File: src/rtl/step_ctrl.sv
// step_ctrl -- run/pause/single-step controller for the CPU core.
//
// Samples the divider's slow fp_clk as data in the clk domain and turns each
// rising edge into a one-cycle tick. Two debounced buttons toggle run/pause
// and request single steps. The core is gated with the registered one-cycle
// enable cpu_ce, so it stays on clk and advances one instruction per enable.
//
// Optional feature macro: STEP_DEBOUNCE_EN
//   defined   -> each button gets a counter debouncer honouring DB_CYCLES
//   undefined -> the synchronized level is used directly (fast sim build)
//
// Reset is synchronous and active when rst == `RstEnable (defaults to 1'b1).
//
// step_ctrl ports:
//   clk        in   system clock (shared with divider and core)
//   rst        in   synchronous reset, active high
//   fp_clk     in   slow square wave from the divider, asynchronous data
//   btn_pause  in   raw button, each press toggles run/pause
//   btn_step   in   raw button, one step request while paused
//   cpu_ce     out  registered one-cycle enable to the core
//   running    out  high in RUN state (status LED)
//   step_cnt   out  number of cpu_ce pulses since reset, wraps
//
// step_ctrl_btn ports:
//   clk, rst   as above
//   btn        in   raw button level
//   press      out  registered one-cycle pulse on a debounced rising edge

`ifndef RstEnable
`define RstEnable 1'b1
`endif

module step_ctrl_btn #(
    parameter logic [19:0] DB_CYCLES = 20'd1000000
) (
    input  logic clk,
    input  logic rst,
    input  logic btn,
    output logic press
);
    logic s0, s1;   // 2-flop synchronizer
    logic db;       // accepted button level
    logic db_q;     // previous accepted level for edge detect

    always_ff @(posedge clk) begin
        if (rst == `RstEnable) begin
            s0 <= 1'b0;
            s1 <= 1'b0;
        end else begin
            s0 <= btn;
            s1 <= s0;
        end
    end

`ifdef STEP_DEBOUNCE_EN
    logic [19:0] dc;

    // A new level is accepted only after DB_CYCLES consecutive samples that
    // disagree with the current one; any agreeing sample restarts the count.
    always_ff @(posedge clk) begin
        if (rst == `RstEnable) begin
            db <= 1'b0;
            dc <= 20'd0;
        end else if (s1 != db) begin
            if (dc == DB_CYCLES - 20'd1) begin
                db <= s1;
                dc <= 20'd0;
            end else begin
                dc <= dc + 20'd1;
            end
        end else begin
            dc <= 20'd0;
        end
    end
`else
    assign db = s1;
`endif

    always_ff @(posedge clk) begin
        if (rst == `RstEnable) begin
            db_q  <= 1'b0;
            press <= 1'b0;
        end else begin
            db_q  <= db;
            press <= db & ~db_q;
        end
    end

    // Below 2 the debouncer's terminal count would never be reached cleanly.
    generate
        if (DB_CYCLES < 20'd2) begin : g_db_range
            $error("step_ctrl_btn: DB_CYCLES must be at least 2");
        end
    endgenerate
endmodule

module step_ctrl #(
    parameter logic [19:0] DB_CYCLES = 20'd1000000
) (
    input  logic        clk,
    input  logic        rst,
    input  logic        fp_clk,
    input  logic        btn_pause,
    input  logic        btn_step,
    output logic        cpu_ce,
    output logic        running,
    output logic [31:0] step_cnt
);
    typedef enum logic [1:0] {
        RUN       = 2'd0,
        PAUSE     = 2'd1,
        STEP_WAIT = 2'd2
    } state_t;

    state_t state;

    // fp_clk: f0/f1 resynchronize, f2 delays f1 for the rising-edge detect.
    logic f0, f1, f2;
    logic tick;

    always_ff @(posedge clk) begin
        if (rst == `RstEnable) begin
            f0 <= 1'b0;
            f1 <= 1'b0;
            f2 <= 1'b0;
        end else begin
            f0 <= fp_clk;
            f1 <= f0;
            f2 <= f1;
        end
    end

    assign tick = f1 & ~f2;

    // Button channels: index 0 = pause, index 1 = step.
    logic [1:0] btn_raw;
    logic [1:0] press;
    logic       pause_press, step_press;

    assign btn_raw = {btn_step, btn_pause};

    generate
        for (genvar i = 0; i < 2; i++) begin : g_btn
            step_ctrl_btn #(.DB_CYCLES(DB_CYCLES)) u_btn (
                .clk  (clk),
                .rst  (rst),
                .btn  (btn_raw[i]),
                .press(press[i])
            );
        end
    endgenerate

    assign pause_press = press[0];
    assign step_press  = press[1];

    // Enable uses the state before this edge's transition, so the tick that
    // ends STEP_WAIT still produces its enable.
    always_ff @(posedge clk) begin
        if (rst == `RstEnable) begin
            state    <= RUN;
            cpu_ce   <= 1'b0;
            step_cnt <= 32'd0;
        end else begin
            cpu_ce <= tick & (state != PAUSE);
            if (tick && (state != PAUSE))
                step_cnt <= step_cnt + 32'd1;

            case (state)
                RUN: begin
                    if (pause_press)
                        state <= PAUSE;
                end
                PAUSE: begin
                    // Pause wins over a simultaneous step; the step is dropped.
                    if (pause_press)
                        state <= RUN;
                    else if (step_press)
                        state <= STEP_WAIT;
                end
                STEP_WAIT: begin
                    // Step presses here are ignored rather than queued.
                    if (pause_press)
                        state <= RUN;
                    else if (tick)
                        state <= PAUSE;
                end
                default: state <= RUN;
            endcase
        end
    end

    assign running = (state == RUN);
endmodule

File: config.mk
export PLATFORM = sky130hd
export DESIGN_NAME = step_ctrl
export DESIGN_NICKNAME = d
export VERILOG_FILES = /design/src/rtl/step_ctrl.sv
export SDC_FILE = /design/constraint.sdc
export NUM_CORES = 1
export LEC_CHECK = 0
export CAP_MARGIN = 20
export CELL_PAD_IN_SITES_DETAIL_PLACEMENT = 1
export CELL_PAD_IN_SITES_GLOBAL_PLACEMENT = 1
export CORE_ASPECT_RATIO = 1.75
export CORE_MARGIN = 4
export CORE_UTILIZATION = 35
export DETAILED_ROUTE_END_ITERATION = 8
export PLACE_DENSITY = 0.79
export SYNTH_ARGS = -nofsm -noshare
export SYNTH_HDL_FRONTEND = slang
export SYNTH_SLANG_ARGS = --single-unit
export TNS_END_PERCENT = 10
File: constraint.sdc
create_clock -name clk -period 3.86 [get_ports clk]
set_clock_uncertainty 0.1 [all_clocks]
set_input_delay 0.772 -clock clk [delete_from_list [all_inputs] [get_ports clk]]
set_output_delay 0.772 -clock clk [all_outputs]
set_load 0.01 [all_outputs]
==> out/results.ini <==
[synth]
ys_seq_elements=46
yosysWarnings=0
syn_area_per_cell_um2=9.01
synth.cell_area_um2=1880
synth-seq-area-share_pct=48.9
netlist.area_leader.share_pct=48.9
synth_cells=209
synth_nets=215
ys_top_cells_by_area=dfxtp_1 (49%), xor2_1 (8.4%), nor2_1 (6.2%)
synth_top_area_cell=dfxtp_1
synth_cell_types=31

[run]
max_cap_violations=0

[clock_network]
ctsResizeCount=0
clk_pin_slew_ns=0.08
cts_root_buffer=clkbuf_8
post_cts_buffers=0
clockBufferDepth=2
h-tree-depth=2
postCtsHoldBufs=0
clock_latency_ns=0.29
cts_tree=done
cts_sinks=46
numCtsBuffers=5

[power]
switching_share_pct=21.0
p_per_area_nw_per_um2=336
vdd_drop_max_uv=173
p_comb_share_pct=3.2
switchingPower_mw=0.170
power_frac_seq_pct=59.9
report.power.total_mw=0.806
power_frac_clock_pct=36.9
intPower_mw=0.636
p_leak_nw=0.818

[worst_hold_path]
hp-class=reg2reg

[placement]
dp_hpwl_mm=3.06
port_buffers=38
dp_cells=296
routabilityCongestion=0.742
placed_area_um2=2310

[worst_setup_path]
cp-start-kind=flip-flop
critical_path_class=reg2out
arrival_ns=1.32
path_delay_family=buffers and inverters
critPathMaxFanout=7
cp.required_ns=2.99
cp_num_buf_inv=1
crit_path_max_incr_delay_ns=0.58
cp_cell_sequence=clkdlybuf4s50_1
worst_setup_path_end_kind=output pin
cp_slowest_cell=clkdlybuf4s50_1

[routing]
drc=0
first_pass_iters=3
routed.top_layer=met4
viasPerCell=5.16
dr_total_vias=1569
wl_per_cell_um=14.1
dr_wl_met3_um=115
wl_met2_mm=2.25
met1Wirelength_mm=1.84
drtAntennaViolNets=0
drt_iter0_markers=24
wl_mm=4.30

[timing]
fin_crit_sh_pct=56.9
drv_slew=0
tightest_slew_ns=0.569
maxSlewHeadroom_pct=62.0
finalSetupTns_ns=0
setup_viol=0
max_freq_mhz=456
min_period_ns=2.19
rsz0062_at_grt=no
hold_violations=0

[grt]
grt_pass1_vias=1619
antenna_found_initial=0
track_usage_pct=13.8
grt_max_degree=30
grt_pass1_wl_mm=7.45
grt-ovfl-total=0

[final_layout]
layout-drive-gt1-share_pct=6.02
fillers=615
syn2layout_area_growth_pct=27.4
design_area_um2=2400
n_antenna_cell=0
stdcell_count=304
nets=254

[die]
die_x_um=63.4
io_pins=39
dieArea_um2=6660
chipHeight_um=105
start_util_pct=35.8
row_count=35
core_area_um2=5260

[status]
outcome=completed

## power groups by stage
stage / Clock, mW / Sequential [mW] / Combinational [mW]
3_3_place_gp: 0 / 0.494 / 0.0253
3_5_place_dp: 0 / 0.494 / 0.0259
5_1_grt: 0.331 / 0.484 / 0.0282
4_1_cts: 0.310 / 0.483 / 0.0265
2_1_floorplan: 0 / 0.494 / 0.0149
6_report: 0.297 / 0.483 / 0.0257
## layout by cell type (no fill, tap or decap)
| cell type | count |
|---|---|
| nor2b_1 | 12 |
| clkbuf_8 | 6 |
| nand4_2 | 1 |
| nand3_1 | 9 |
| or4b_1 | 1 |
| nand3_2 | 1 |
| or3_1 | 6 |
| ha_1 | 1 |
| o31ai_1 | 2 |
| and3_1 | 2 |
| inv_1 | 3 |
| xnor2_1 | 4 |
| mux2i_1 | 1 |
| and3_2 | 1 |
| o21ai_0 | 8 |
| nor2_1 | 31 |
| clkbuf_1 | 1 |
| clkinv_2 | 1 |
| nand4_1 | 13 |
| nand2_1 | 14 |
| a2bb2oi_1 | 1 |
| clkdlybuf4s50_1 | 38 |
| nor3_1 | 5 |
| xor2_1 | 18 |
| nor3_4 | 1 |
| nor2b_2 | 1 |
| buf_4 | 2 |
| and4_1 | 3 |
| a21oi_1 | 11 |
| and2_1 | 2 |
| or4_1 | 2 |
| dfxtp_1 | 46 |
| nand2b_4 | 1 |
## cells in the mapped netlist
master and n:
a21oi_1 11, a2bb2oi_1 1, and2_1 2, and3_1 2, and3_2 1, and4_1 3
buf_2 1, buf_4 2, clkbuf_1 5, dfxtp_1 46, ha_1 1, inv_1 3
mux2i_1 1, nand2_1 14, nand2b_4 1, nand3_1 9, nand3_2 1, nand4_1 13
nand4_2 1, nor2_1 31, nor2b_1 12, nor2b_2 1, nor3_1 5, nor3_4 1
o21ai_0 8, o31ai_1 2, or3_1 6, or4_1 2, or4b_1 1, xnor2_1 4
xor2_1 18
## registers in the layout, summed over array words and instances, names as in the netlist
| name | cells |
|---|---|
| cpu_ce | 1 |
| f0 | 1 |
| f1 | 1 |
| f2 | 1 |
| g_btn.u_btn.db | 2 |
| g_btn.u_btn.db_q | 2 |
| g_btn.u_btn.press | 2 |
| g_btn.u_btn.s0 | 2 |
| state | 2 |
| step_cnt | 32 |
## final cells by class
| cell class | instances | area (um2) | share of cell area, % |
|---|---|---|---|
| clock buffers | 7 | 86.3 | 3.60 |
| repair buffers | 40 | 395 | 16.5 |
| well taps | 55 | 68.8 | 2.87 |
| multi-input cells | 152 | 912 | 38.0 |
| flip-flops and latches | 46 | 921 | 38.4 |
| clock inverters | 1 | 5.00 | 0.209 |
| inverters | 3 | 11.3 | 0.469 |
## final timing paths
kind | from | end | slack, ns | depth (start not counted)
min reg2reg | g_btn[0].u_btn.db_q$_SDFF_PP0_ | g_btn[0].u_btn.press$_SDFF_PP0_ | 0.29 | 1
min | g_btn[0].u_btn.db_q$_SDFF_PP0_ | g_btn[0].u_btn.press$_SDFF_PP0_ | 0.29 | 1
max | step_cnt[25]$_SDFFE_PP0P_ | step_cnt[25] | 1.67 | 1
max reg2reg | step_cnt[0]$_SDFFE_PP0P_ | step_cnt[26]$_SDFFE_PP0P_ | 1.73 | 6
## cells by family (layout without fill, tap and decap cells)
kind of cell | Yosys count | in the layout | synth area share, %
DFF | 46 | 46 | 48.9
muxes | 1 | 1 | 0.532
and+or+nand+nor | 106 | 106 | 30.7
xor gates and xnor gates | 22 | 22 | 10.2
buffers and inverters | 11 | 51 | 2.66
adders and majority gates | 1 | 1 | 0.664
AOI/OAI and AO/OA | 22 | 22 | 6.31
## routing by layer
metal	track usage [%]	vias up
met5	0	-
met4	6.03	0
met3	2.37	6
met2	24.7	28
met1	15.6	742
li1	-	793
## stage by stage
| stage | hold WS (ns) | util [%] | worst slack, ns |
|---|---|---|---|
| after global placement | 0.272 | 43.9 | 1.51 |
| after CTS | 0.292 | 45.7 | 1.64 |
| after floorplan | 0.267 | - | 1.97 |
| after detailed placement | 0.280 | 43.9 | 1.48 |
| after global routing | 0.314 | 45.7 | 1.57 |
| final | 0.287 | 45.7 | 1.67 |
No activity file was read; power rests on OpenSTA's default activity.
